==> src/rtl/team11_uart_pkg.sv <==
// Shared UART definitions for the team-11 serial path (shift_divide, shift_collect, baud generator).
package team11_uart_pkg;

    localparam int unsigned UART_DATA_BITS  = 8;
    localparam int unsigned UART_OVERSAMPLE = 16;

    typedef enum logic [2:0] {
        IDLE,
        START,
        DATA,
        STOP,
        WAIT_HIGH
    } rx_state_t;

endpackage

==> src/rtl/sync_2ff.sv <==
// Two-flop synchronizer for a single asynchronous input with a configurable reset value.
module sync_2ff #(
    parameter logic RESET_VAL = 1'b1
) (
    input  logic clk,
    input  logic nrst,
    input  logic d,
    output logic q
);

    logic meta_q;
    logic sync_q;

    always_ff @(posedge clk or negedge nrst) begin
        if (!nrst) begin
            meta_q <= RESET_VAL;
            sync_q <= RESET_VAL;
        end else begin
            meta_q <= d;
            sync_q <= meta_q;
        end
    end

    assign q = sync_q;

endmodule

==> src/rtl/shift_collect.sv <==
// UART receive deserializer: start detection, LSB-first assembly, stop check and a
// valid/ready holding register with framing-error and overrun pulses.
module shift_collect
    import team11_uart_pkg::*;
#(
    parameter int unsigned OVERSAMPLE = UART_OVERSAMPLE,
    parameter int unsigned DATA_BITS  = UART_DATA_BITS
) (
    input  logic                 clk,
    input  logic                 nrst,
    input  logic                 enable_s,
    input  logic                 bit_in,
    input  logic                 rx_ready,
    output logic [DATA_BITS-1:0] data_received,
    output logic                 rx_valid,
    output logic                 framing_err,
    output logic                 overrun
);

    localparam int unsigned TICK_W = $clog2(OVERSAMPLE);
    localparam int unsigned BIT_W  = $clog2(DATA_BITS + 1);

    localparam logic [TICK_W-1:0] TICK_MID  = TICK_W'(OVERSAMPLE / 2 - 1);
    localparam logic [TICK_W-1:0] TICK_LAST = TICK_W'(OVERSAMPLE - 1);
    localparam logic [BIT_W-1:0]  BIT_LAST  = BIT_W'(DATA_BITS - 1);

    logic rx_s;

    rx_state_t             state_q, state_d;
    logic [TICK_W-1:0]     tick_cnt_q, tick_cnt_d;
    logic [BIT_W-1:0]      bit_cnt_q, bit_cnt_d;
    logic [DATA_BITS-1:0]  shift_q, shift_d;
    logic [DATA_BITS-1:0]  data_q, data_d;
    logic                  rx_valid_q, rx_valid_d;
    logic                  framing_err_q, framing_err_d;
    logic                  overrun_q, overrun_d;

    logic frame_good_c;
    logic frame_bad_c;
    logic load_c;

    sync_2ff #(
        .RESET_VAL (1'b1)
    ) u_sync_bit_in (
        .clk  (clk),
        .nrst (nrst),
        .d    (bit_in),
        .q    (rx_s)
    );

    always_ff @(posedge clk or negedge nrst) begin
        if (!nrst) begin
            state_q <= IDLE;
        end else begin
            state_q <= state_d;
        end
    end

    // Frame sequencing; every transition is qualified by the sample strobe.
    always_comb begin
        state_d = state_q;
        if (enable_s) begin
            case (state_q)
                IDLE:      if (!rx_s) state_d = START;
                START:     if (tick_cnt_q == TICK_MID) state_d = rx_s ? IDLE : DATA;
                DATA:      if (tick_cnt_q == TICK_LAST && bit_cnt_q == BIT_LAST) state_d = STOP;
                STOP:      if (tick_cnt_q == TICK_LAST) state_d = rx_s ? IDLE : WAIT_HIGH;
                WAIT_HIGH: if (rx_s) state_d = IDLE;
                default:   state_d = IDLE;
            endcase
        end
    end

    always_comb begin
        tick_cnt_d   = tick_cnt_q;
        bit_cnt_d    = bit_cnt_q;
        shift_d      = shift_q;
        frame_good_c = 1'b0;
        frame_bad_c  = 1'b0;
        if (enable_s) begin
            case (state_q)
                IDLE: begin
                    if (!rx_s) tick_cnt_d = '0;
                end
                START: begin
                    if (tick_cnt_q == TICK_MID) begin
                        tick_cnt_d = '0;
                        bit_cnt_d  = '0;
                    end else begin
                        tick_cnt_d = tick_cnt_q + TICK_W'(1);
                    end
                end
                DATA: begin
                    if (tick_cnt_q == TICK_LAST) begin
                        shift_d    = {rx_s, shift_q[DATA_BITS-1:1]};
                        bit_cnt_d  = bit_cnt_q + BIT_W'(1);
                        tick_cnt_d = '0;
                    end else begin
                        tick_cnt_d = tick_cnt_q + TICK_W'(1);
                    end
                end
                STOP: begin
                    if (tick_cnt_q == TICK_LAST) begin
                        tick_cnt_d   = '0;
                        frame_good_c = rx_s;
                        frame_bad_c  = !rx_s;
                    end else begin
                        tick_cnt_d = tick_cnt_q + TICK_W'(1);
                    end
                end
                default: ;
            endcase
        end
    end

    // Holding register: a completed byte loads only if the slot is free or being drained now.
    always_comb begin
        load_c        = frame_good_c && (!rx_valid_q || rx_ready);
        data_d        = load_c ? shift_q : data_q;
        rx_valid_d    = rx_valid_q;
        if (load_c) begin
            rx_valid_d = 1'b1;
        end else if (rx_valid_q && rx_ready) begin
            rx_valid_d = 1'b0;
        end
        overrun_d     = frame_good_c && rx_valid_q && !rx_ready;
        framing_err_d = frame_bad_c;
    end

    always_ff @(posedge clk or negedge nrst) begin
        if (!nrst) begin
            tick_cnt_q    <= '0;
            bit_cnt_q     <= '0;
            shift_q       <= '0;
            data_q        <= '0;
            rx_valid_q    <= 1'b0;
            framing_err_q <= 1'b0;
            overrun_q     <= 1'b0;
        end else begin
            tick_cnt_q    <= tick_cnt_d;
            bit_cnt_q     <= bit_cnt_d;
            shift_q       <= shift_d;
            data_q        <= data_d;
            rx_valid_q    <= rx_valid_d;
            framing_err_q <= framing_err_d;
            overrun_q     <= overrun_d;
        end
    end

    assign data_received = data_q;
    assign rx_valid      = rx_valid_q;
    assign framing_err   = framing_err_q;
    assign overrun       = overrun_q;

endmodule

==> config.mk <==
export PLATFORM = sky130hd
export DESIGN_NAME = shift_collect
export DESIGN_NICKNAME = d
export VERILOG_FILES = /design/src/rtl/team11_uart_pkg.sv /design/src/rtl/sync_2ff.sv /design/src/rtl/shift_collect.sv
export SDC_FILE = /design/constraint.sdc
export NUM_CORES = 1
export LEC_CHECK = 0
export CELL_PAD_IN_SITES_DETAIL_PLACEMENT = 0
export CELL_PAD_IN_SITES_GLOBAL_PLACEMENT = 2
export CORE_ASPECT_RATIO = 1.75
export CORE_UTILIZATION = 40
export CTS_BUF_LIST = sky130_fd_sc_hd__clkbuf_16
export CTS_CLUSTER_SIZE = 8
export DETAILED_ROUTE_END_ITERATION = 16
export GPL_TIMING_DRIVEN = 0
export PLACE_DENSITY_LB_ADDON = 0.1
export SLEW_MARGIN = 20
export SYNTH_ARGS = -nofsm -noshare
export SYNTH_HDL_FRONTEND = slang
export SYNTH_HIERARCHICAL = 1
export SYNTH_SLANG_ARGS = --single-unit
==> constraint.sdc <==
create_clock -name clk -period 3.17 [get_ports clk]
set_input_delay 0.317 -clock clk [delete_from_list [all_inputs] [get_ports clk]]
set_output_delay 0.317 -clock clk [all_outputs]
set_load 0.01 [all_outputs]
# ---- Word-level counts from Yosys, hierarchy flattened
# Cells that the tools add are included.
dict set report word_totals {
  inputBits 5
  romBits 0
  latchBits 0
  mem_bits_rw 0
  output_inout_bits 11
  elab_cells 66
  n_memories 0
  regBits 32
}
dict set report op_classes {
  bitwise_logic 0
  eq_ne 13
  div_mod_pow 0
  reduce_logical 18
  add_sub_neg 2
  order_cmp 0
  muxes 23
  multipliers 0
  n_shift 0
}
# operator count
set op_table {}
lappend op_table {{$mux 4} 5}
lappend op_table {{$mux 3} 6}
lappend op_table {{$pmux 3 s5} 1}
lappend op_table {{$pmux 4 s3} 1}
lappend op_table {{$ne 2x2->1 const B} 5}
lappend op_table {{$add 4x1->4 const B} 2}
lappend op_table {{$eq 4x3->1 const B} 2}
lappend op_table {{$mux 1} 8}
lappend op_table {{$pmux 4 s2} 1}
lappend op_table {{$eq 3x2->1 const B} 2}
lappend op_table {{$reduce_and 3->1} 2}
lappend op_table {{$reduce_and 6->1} 1}
lappend op_table {{$logic_and 1x1->1} 5}
lappend op_table {{$eq 4x4->1 const B} 1}
lappend op_table {{$reduce_and 4->1} 1}
lappend op_table {{$reduce_bool 2->1} 2}
lappend op_table {{$eq 3x1->1 const B} 1}
lappend op_table {{$eq 3x3->1 const B} 1}
lappend op_table {{$logic_not 1->1} 3}
lappend op_table {{$logic_not 3->1} 1}
lappend op_table {{$reduce_bool 3->1} 1}
lappend op_table {{$mux 2} 1}
lappend op_table {{$ne 2x1->1 const B} 1}
lappend op_table {{$reduce_or 2->1} 1}
lappend op_table {{$logic_or 1x1->1} 1}

# ---- Depth between registers and ports, before layout
# Gate-level depths: netlist of the first run.
dict set report logic_depth {
  depth_word 6
  ltp_mapped 6
  ltp_nobuf 5
}

# ---- Cells and area by module
# Netlist of the first run, hierarchy kept.
# module seq_area_each_um2 area_per_inst_um2 n_inst cells_each
set by_module_without_submodules {}
lappend by_module_without_submodules {shift_collect 750.7 1410.1 1 116}
lappend by_module_without_submodules {sync_2ff 52.6 52.6 1 2}

# ---- Least setup slack after synthesis of the first run
# OpenSTA, ideal clock, no wires.
dict set report synth_path {
  path_type {reg2reg}
  from {register tick_cnt_q[0]}
  to {register data_q[0] (netlist: data_received[0])}
  synth_period_minus_slack_ns 1.854
  n_path_buf 1
  t_required_ns 3.045
  setup_time_ns 0.125
  setup_slack_ns 1.316
  arrival_time_ns 1.729
  path_stages_with_launch 7
  cell_sequence {dfrtp_1 > ha_1 > nand2_1 > or4_4 > nor2b_4 > buf_12 > mux2_4}
}
dict set report synth_via {
  elab_chain_cells 5
}
# item line_no
set synth_rtl {}
lappend synth_rtl {{start: declaration} shift_collect.sv:30} ;# logic [TICK_W-1:0] tick_cnt_q, tick_cnt_d;
lappend synth_rtl {{start signal: assignment} shift_collect.sv:140} ;# tick_cnt_q <= tick_cnt_d;
lappend synth_rtl {{$eq 4x4->1} shift_collect.sv:103} ;# if (tick_cnt_q == TICK_LAST) begin
lappend synth_rtl {{$mux 1} shift_collect.sv:103}
lappend synth_rtl {{$mux 1} shift_collect.sv:81} ;# case (state_q)
lappend synth_rtl {{$mux 1} shift_collect.sv:80} ;# if (enable_s) begin
lappend synth_rtl {{$logic_and 1x1->1} shift_collect.sv:118} ;# load_c = frame_good_c && (!rx_valid_q || rx_ready);
lappend synth_rtl {{end signal: assignment} shift_collect.sv:143} ;# data_q <= data_d;
lappend synth_rtl {{end: declaration} shift_collect.sv:33} ;# logic [DATA_BITS-1:0] data_q, data_d;
# No other way between the ends.
# A chain may end at the register's enable or synchronous reset.

# ---- Final worst setup path of the first run
dict set report layout_path {
  from {input enable_s}
  to {register data_q[3] (netlist: data_received[3])}
}
dict set report layout_via {
  elab_chain_cells 2
}
# item line_no
set layout_rtl {}
lappend layout_rtl {{start: declaration} shift_collect.sv:11} ;# input logic enable_s,
lappend layout_rtl {{$mux 1} shift_collect.sv:80}
lappend layout_rtl {{$logic_and 1x1->1} shift_collect.sv:118}
# No other way between the ends.

==> results of run 1 <==
==> per-stage QoR <==
step / power, uW / instance area, um^2
CTS: 1260 / 1800
global route: 1310 / 1800
global placement: 800 / 1670
floorplan: 728 / 1460
finish: 1240 / 1800
detailed placement: 811 / 1660
==> path summary, 6_finish.rpt <==
check,from,endpoint,depth (start not counted)
max in group asynchronous,nrst,data_received[3]$_DFFE_PN0P_,1
worst min register to register,u_sync_bit_in/meta_q$_DFF_PN1_,u_sync_bit_in/q$_DFF_PN1_,0
worst max-delay path,enable_s,data_received[3]$_DFFE_PN0P_,6
worst max register to register,tick_cnt_q[0]$_DFFE_PN0P_,data_received[3]$_DFFE_PN0P_,6
worst min-delay path,nrst,data_received[1]$_DFFE_PN0P_,1
min in group clk,u_sync_bit_in/meta_q$_DFF_PN1_,u_sync_bit_in/q$_DFF_PN1_,0
==> routing by layer <==
| layer | up-vias | track usage | share of wire | wire length (um) |
|---|---|---|---|---|
| met5 | - | 0 | 0 | 0 |
| met4 | 0 | 0.106 | 0.025 | 71 |
| met3 | 5 | 0.0484 | 0.030 | 84 |
| met2 | 15 | 0.300 | 0.56 | 1580 |
| met1 | 472 | 0.182 | 0.38 | 1080 |
| li1 | 461 | - | - | - |
==> area by class of cell <==
cell class | count | area share
sequential | 32 | 0.446
multi-input combinational | 77 | 0.336
timing repair buffer | 15 | 0.0806
clock buffer | 5 | 0.0695
tap | 45 | 0.0313
buffer | 6 | 0.0243
clock inverter | 3 | 0.00625
inverter | 3 | 0.00625
==> power breakdown <==
part / leakage, uW / switching (uW) / internal [uW] / total, uW
combinational: 0.000342 / 166 / 132 / 297
clock: 0.0000701 / 160 / 282 / 441
sequential: 0.000420 / 37.6 / 465 / 503
total: 0.000832 / 363 / 878 / 1240
==> synth_stat cells, drive strengths merged <==
master   n
nor3b    1
nor3     1
o211ai   1
a21oi    5
or2b     1
o21ai    4
or2      1
nor2b    3
o22a     1
nand2b   4
nand2   10
a41oi    2
xnor2    1
mux2i    1
dfstp    2
a21o     2
o41ai    2
ha       2
a31oi    1
mux2    16
dfrtp   30
nand3    4
clkbuf   1
a22o     1
a32o     2
or4      1
and3     2
inv      3
nor2     6
buf      5
nand3b   2
==> state kept, by name, summed over array words and instances, names as in the netlist <==
signal and cells:
shift_q 8, state_q 3, tick_cnt_q 4, u_sync_bit_in/meta_q 1
rx_valid 1, data_received 8, u_sync_bit_in/q 1, bit_cnt_q 4
framing_err 1, overrun 1
==> worst max-delay path, delay by kind of cell <==
| family | cells | cell delay, ns |
|---|---|---|
| buf+inv | 2 | 0.79 |
| simple gates | 3 | 0.81 |
| mux | 1 | 0.30 |
==> cells by family after synthesis <==
| group | after synthesis | share of synthesized area |
|---|---|---|
| AND/OR/NAND/NOR | 36 | 0.139 |
| multiplexers | 17 | 0.151 |
| flip-flops | 32 | 0.549 |
| XOR/XNOR | 1 | 0.00599 |
| buffers and inverters | 9 | 0.0376 |
| AO/OA/AOI/OAI | 21 | 0.100 |
| adder cells (fa/ha/maj) | 2 | 0.0171 |
==> cell usage in the layout (no fill, tap or decap), drive strengths merged, types with 2 or more instances in the layout <==
master,netlist,routed
clkbuf,1,6
a21oi,5,5
a21o,2,2
nand2b,4,4
o21ai,4,4
a32o,2,2
dfrtp,30,30
nand3,4,4
inv,3,4
buf,5,6
a41oi,2,2
nand3b,2,2
clkinv,0,2
clkdlybuf4s50,0,14
nor2b,3,3
ha,2,2
mux2,16,16
nand2,10,10
o41ai,2,2
and3,2,2
dfstp,2,2
nor2,6,6
==> results.yml, run 1 <==
run_status:
  outcome: "completed"
route:
  viasPerCell: 5.12
  ant_nets: 0
  wl_per_cell_um: 15.1
  drc_errors: 0
  routed_wl_um: 2810
  via_count: 953
  dr.pass1.iters: 2
  initialDrtViolationCount: 11
setup_path:
  crit_path_cell_trace: "clkdlybuf4s50_1 > nand2b_4 > or4_4 > nor2b_4 > buf_12 > mux2_4"
  r2r_slack_ns: 1.13
  slowest_delay_ns: 0.65
  critPathArrivalTime_ns: 2.22
  worstSetupStartpointType: "input port"
  cp_slowest_cell: "clkdlybuf4s50_1"
  required_ns: 3.32
  path_class: "in -> reg"
  critical_path_peak_fanout: 8
  end_kind: "flip-flop"
floorplan:
  die-area_um2: 3910
  num_rows: 28
  fp.dieH_um: 82.0
  die_w_um: 47.7
  coreArea_um2: 3430
  start_util: 0.426
  ios: 16
clock_tree:
  cts_hold_buf: 0
  ctsRootBufferMaster: "clkbuf_16"
  cts_tree: "done"
  cts_buffer_depth: 2
  clkLatencyLatePin_ns: 0.27
  cts_buffers: 5
  clkSlewWorstSetupHoldPaths_ns: 0.05
  cts_max_level: 2
  cts_resized: 0
  clock_sinks: 32
  post_cts_buffers: 0
timing:
  grt_setup_unrepaired: "false"
  slew_headroom: 0.522
  setup_ws_ns: 1.10
  clock_skew_ns: 0.00489
  totalNegativeSetupSlack_ns: 0
  period_share: 0.654
  finalSetupViolCount: 0
  hold_violations: 0
  fin_crit_ns: 2.07
  holdWs_ns: 0.0997
  timing.fmax_mhz: 483
  drv_slew: 0
  worst_slew_pin_slew_ns: 0.717
finish:
  diodes: 0
  final_core_util: 0.524
  n_fill_cell: 334
  fin_nets: 147
  syn_to_final_growth_pct: 23.1
  regArea_um2: 803
  multiInputGateArea_um2: 604
  layoutNonFillerInstCount: 186
  drive_gt1_frac: 0.234
worst_hold_path:
  worstHoldPathType: "in -> async"
global_route:
  grt-ovfl-total: 0
  grt_pass1_vias: 968
  groute.usage.overall: 0.177
  grt_max_degree: 33
  antenna_found_initial: 0
  grt_pass1_wl_um: 4690
logic_synthesis:
  synth.cell_area_um2: 1460
  syn_nets: 125
  synth-seq-cells: 32
  postSynthAreaPerCell_um2: 12.4
  yosysTopAreaCell: "dfrtp_1"
  synthTopCellsByArea: "dfrtp_1 51%, mux2_4 8.2%, mux2_2 6.2%"
  yosysSeqAreaShare: 0.549
  synth-warning-count: 6
  syn-instance-count: 118
  synth_cell_type_count: 35
  synth_top_cell_area_share: 0.513
pwr:
  p_per_area_nw_per_um2: 689
  p_leak_uw: 0.000832
  vdd_drop_max_mv: 0.448
placement:
  place.gp.congestion: 0.775
  io_buffers: 15
  place_hpwl_um: 2050
  place_inst: 178
  pre_cts_slack_ns: 0.817
flow_run:
  cap_violations: 0
(Power assumes the default switching activity.)
==> run 2: changes to the inputs <==
CORE_UTILIZATION = 34   (was 40)
clock period = 1.7 ns   (was 3.17 ns; I/O delays follow)
==> results.yml, run 2 (synthesized netlist as in run 1, its figures left out) <==
clock_tree:
  cts_tree: "done"
  cts_max_level: 2
  cts_buffer_depth: 2
  ctsRootBufferMaster: "clkbuf_16"
  cts_buffers: 5
  clock_sinks: 32
  clkSlewWorstSetupHoldPaths_ns: 0.05
  clkLatencyLatePin_ns: 0.27
finish:
  n_fill_cell: 416
  fin_nets: 158
  diodes: 0
  layoutNonFillerInstCount: 201
  syn_to_final_growth_pct: 34.6
  final_area_um2: 1970
  final_cell_mix: "30 x dfrtp_1, 13 x clkdlybuf4s50_1, 10 x buf_4"
  final_common_cell: "dfrtp_1"
  drive_gt1_frac: 0.342
floorplan:
  die-area_um2: 4580
  fp.dieH_um: 88.8
  start_util: 0.356
  coreArea_um2: 4110
  num_rows: 31
  die_w_um: 51.6
  ios: 16
placement:
  io_buffers: 15
  place_inst: 182
  place_hpwl_um: 2110
  place_area_um2: 1690
  place.gp.congestion: 0.786
setup_path:
  worstSetupStartpointType: "flip-flop"
  end_kind: "flip-flop"
  required_ns: 1.86
  path_class: "reg -> reg"
  critPathArrivalTime_ns: 1.95
  critical_path_peak_fanout: 8
route:
  wl_per_cell_um: 14.6
  routed_wl_um: 2940
  via_count: 1019
  ant_nets: 0
  drc_errors: 0
  initialDrtViolationCount: 16
  dr.pass1.iters: 4
  viasPerCell: 5.07
global_route:
  grt_pass1_wl_um: 4890
  grt_max_degree: 33
  antenna_found_initial: 0
  groute.usage.overall: 0.149
  grt-ovfl-total: 0
  grt_pass1_vias: 1092
timing:
  worst_slew_pin_slew_ns: 0.723
  setup_ws_ns: -0.0948
  drv_slew: 0
  totalNegativeSetupSlack_ns: -0.730
  fin_crit_ns: 1.79
  period_share: 1.06
  grt_setup_unrepaired: "true"
  hold_violations: 0
  timing.fmax_mhz: 557
  slew_headroom: 0.518
  finalSetupViolCount: 10
  clock_skew_ns: 0.00447
pwr:
  p_leak_uw: 0.000909
  p_per_area_nw_per_um2: 1350
  vdd_drop_max_mv: 0.770
flow_run:
  cap_violations: 0
run_status:
  failed_checks: "setup timing"
  outcome: "finished with violations"
worst_hold_path:
  worstHoldPathType: "in -> reg"
[run 2: cell types whose count changed in the layout (fill, tap and decap cells not counted), sizes merged]
cell           before  now
buf                 6   15
bufinv              0    1
clkbuf              6    7
clkdlybuf4s50      14   13
clkinv              2    1
dlygate4sd2         0    1
dlygate4sd3         0    1
[run 2: repair_timing]
item,CTS,global route
hold endpoints to repair,30,0
resized for setup,7,3
setup endpoints to repair,18,16
hold buffers,1,0
buffers inserted,8,2
pin swaps,2,0
[run 2: cell type report]
class,instances,area [um^2],area share
clock buffer,5,125,0.0636
buffer,6,62.6,0.0318
multi-input combinational,77,637,0.324
clock inverter,3,38.8,0.0197
tap,49,61.3,0.0312
sequential,32,803,0.408
inverter,3,11.3,0.00572
timing repair buffer,26,229,0.116
[run 2: routing by layer]
metal / part of all wire / vias up / global-route usage
met5: 0 / - / 0
met4: 0.022 / 0 / 0.0885
met3: 0.028 / 5 / 0.0361
met2: 0.53 / 16 / 0.262
met1: 0.42 / 512 / 0.158
li1: - / 486 / -
[run 2: worst max-delay path, stage by stage, from the launching register on]
cell and delay, ns:
dfstp_2 0.54, nand2_1 0.05, or4_4 0.50, nor2b_4 0.14, buf_12 0.14, mux2_4 0.30
[run 2: worst paths after layout]
check	startpoint	endpoint	slack, ns	cells past startpoint
min in group asynchronous	nrst	shift_q[2]$_DFFE_PN0P_	0.49	2
setup reg to reg	u_sync_bit_in/q$_DFF_PN1_	data_received[6]$_DFFE_PN0P_	-0.09	5
max in group asynchronous	nrst	bit_cnt_q[1]$_DFFE_PN0P_	0.75	2
setup / recovery	u_sync_bit_in/q$_DFF_PN1_	data_received[6]$_DFFE_PN0P_	-0.09	5
hold reg to reg	u_sync_bit_in/meta_q$_DFF_PN1_	u_sync_bit_in/q$_DFF_PN1_	0.36	0
hold / removal	bit_in	u_sync_bit_in/meta_q$_DFF_PN1_	0.30	1
[run 2: stage by stage]
step / utilization / hold slack, ns / power [uW] / worst slack (ns)
2_1_floorplan: - / -0.126 / 1390 / -0.0940
3_3_place_gp: 0.411 / 0.348 / 1530 / -0.485
3_5_place_dp: 0.410 / 0.276 / 1540 / -0.488
4_1_cts: 0.473 / 0.297 / 2640 / -0.104
5_1_grt: 0.479 / 0.304 / 2790 / -0.135
6_report: 0.479 / 0.298 / 2650 / -0.0948
[run 2: report_power, final]
part	switching (uW)	total, uW	internal [uW]
sequential	68.4	935	867
clock	313	996	682
combinational	348	721	372
total	730	2650	1920
==> run 3: changes to the inputs <==
CORE_MARGIN = 2   (was not set)
SLEW_MARGIN = not set   (was 20)
==> results.yml, run 3 (synthesized netlist as in run 1, its figures left out) <==
clock_tree:
  cts_buffers: 5
  ctsRootBufferMaster: "clkbuf_16"
  cts_tree: "done"
  cts_max_level: 2
  clock_sinks: 32
  clkSlewWorstSetupHoldPaths_ns: 0.05
  cts_buffer_depth: 2
  clkLatencyLatePin_ns: 0.27
floorplan:
  coreArea_um2: 4150
  die-area_um2: 4860
  die_w_um: 53.6
  num_rows: 31
  ios: 16
  start_util: 0.352
  fp.dieH_um: 90.8
timing:
  drv_slew: 0
  setup_ws_ns: -0.0957
  timing.fmax_mhz: 557
  period_share: 1.06
  hold_violations: 0
  slew_headroom: 0.517
  worst_slew_pin_slew_ns: 0.725
  holdWs_ns: 0.303
  grt_setup_unrepaired: "true"
  finalSetupViolCount: 14
  clock_skew_ns: 0.00216
  fin_crit_ns: 1.80
  totalNegativeSetupSlack_ns: -0.809
global_route:
  grt_pass1_wl_um: 5040
  grt-ovfl-total: 0
  grt_max_degree: 33
  antenna_found_initial: 0
  use_met2: 0.244
  groute.usage.overall: 0.145
  grt_util_met3: 0.0430
  grtUsageMet1: 0.146
  grt_pass1_vias: 1076
  busiest_layer: "met2"
finish:
  drive_gt1_frac: 0.338
  final_cell_mix: "29 x dfrtp_1, 13 x clkdlybuf4s50_1, 9 x nand2_1, 9 x buf_4"
  diodes: 0
  syn_to_final_growth_pct: 32.4
  fin_nets: 157
  final_area_um2: 1940
  final_common_cell: "dfrtp_1"
placement:
  place_hpwl_um: 2040
  pre_cts_slack_ns: -0.528
  place_area_um2: 1690
  place.gp.congestion: 0.748
  io_buffers: 15
route:
  wl_per_cell_um: 14.9
  ant_nets: 0
  viasPerCell: 5.20
  initialDrtViolationCount: 13
  drc_errors: 0
  routed_wl_um: 2990
  via_count: 1040
  dr.pass1.iters: 4
run_status:
  outcome: "finished with violations"
  failed_checks: "setup timing"
setup_path:
  crit_buf_inv: 1
  critPathArrivalTime_ns: 1.95
  slowest_delay_ns: 0.56
  cp_slowest_cell: "or4_4"
  crit_path_cell_trace: "nand2b_4 > or4_4 > nor2b_4 > buf_12 > mux2_4"
  critical_path_peak_fanout: 8
  cp-startpoint: "state_q[2]$_DFFE_PN0P_"
  r2r_start: "state_q[2]$_DFFE_PN0P_"
  worstSetupStartpointType: "flip-flop"
  path_class: "reg -> reg"
  path_delay_family: "simple AND/OR/NAND/NOR gates"
  required_ns: 1.86
  end_kind: "flip-flop"
pwr:
  clkPwrFrac: 0.337
  intPower_uw: 1740
  p_switching_uw: 734
  vdd_drop_max_mv: 0.813
  seq_power_share: 0.381
  combinationalPowerShare: 0.282
  p_total_uw: 2480
  p_leak_uw: 0.000897
  p_per_area_nw_per_um2: 1280
  switching_share: 0.296
worst_hold_path:
  worstHoldPathType: "in -> reg"
  holdCritStartpoint: "bit_in"
flow_run:
  cap_violations: 0
[run 3: per-layer routing]
layer  routed length (um)  vias up
met3                  126       11
met4                  109        0
met5                    0        -
met2                 1630       25
li1                     -      483
met1                 1120      521
[run 3: area by class of cell]
class	count	area, um^2
fill	389	2210
sequential	32	805
multi-input combinational	77	637
timing repair buffer	25	221
clock buffer	5	125
buffer	6	63.8
tap	49	61.3
clock inverter	3	12.5
inverter	3	11.3
[run 3: through the flow]
stage	util	cells
3_5_place_dp	0.406	182
4_1_cts	0.463	200
6_report	0.467	200
2_1_floorplan	-	118
5_1_grt	0.467	200
3_3_place_gp	0.407	182
[run 3: worst paths after layout]
path                                                   to  slack (ns)  cells past startpoint
hold reg to reg                 u_sync_bit_in/q$_DFF_PN1_        0.35                      0
hold / removal             u_sync_bit_in/meta_q$_DFF_PN1_        0.30                      1
min in group asynchronous    data_received[2]$_DFFE_PN0P_        0.49                      2
setup / recovery             data_received[4]$_DFFE_PN0P_        -0.1                      5
setup reg to reg             data_received[4]$_DFFE_PN0P_        -0.1                      5
max in group asynchronous          state_q[2]$_DFFE_PN0P_        0.70                      2
[run 3: repair_timing]
| item | CTS | global route |
|---|---|---|
| gates resized for setup | 8 | 4 |
| pin swaps | 2 | 0 |
| setup buffers | 9 | 0 |
| endpoints found under the hold margin | 30 | 0 |
| hold buffers | 1 | 0 |
| endpoints found under the setup margin | 20 | 19 |
[run 3: power by group through the flow]
stage | sequential [uW] | combinational (uW) | clock (uW)
after global placement | 956 | 574 | 0
after floorplan | 942 | 446 | 0
final | 943 | 698 | 836
after global routing | 953 | 787 | 888
after detailed placement | 958 | 583 | 0
after CTS | 937 | 686 | 856
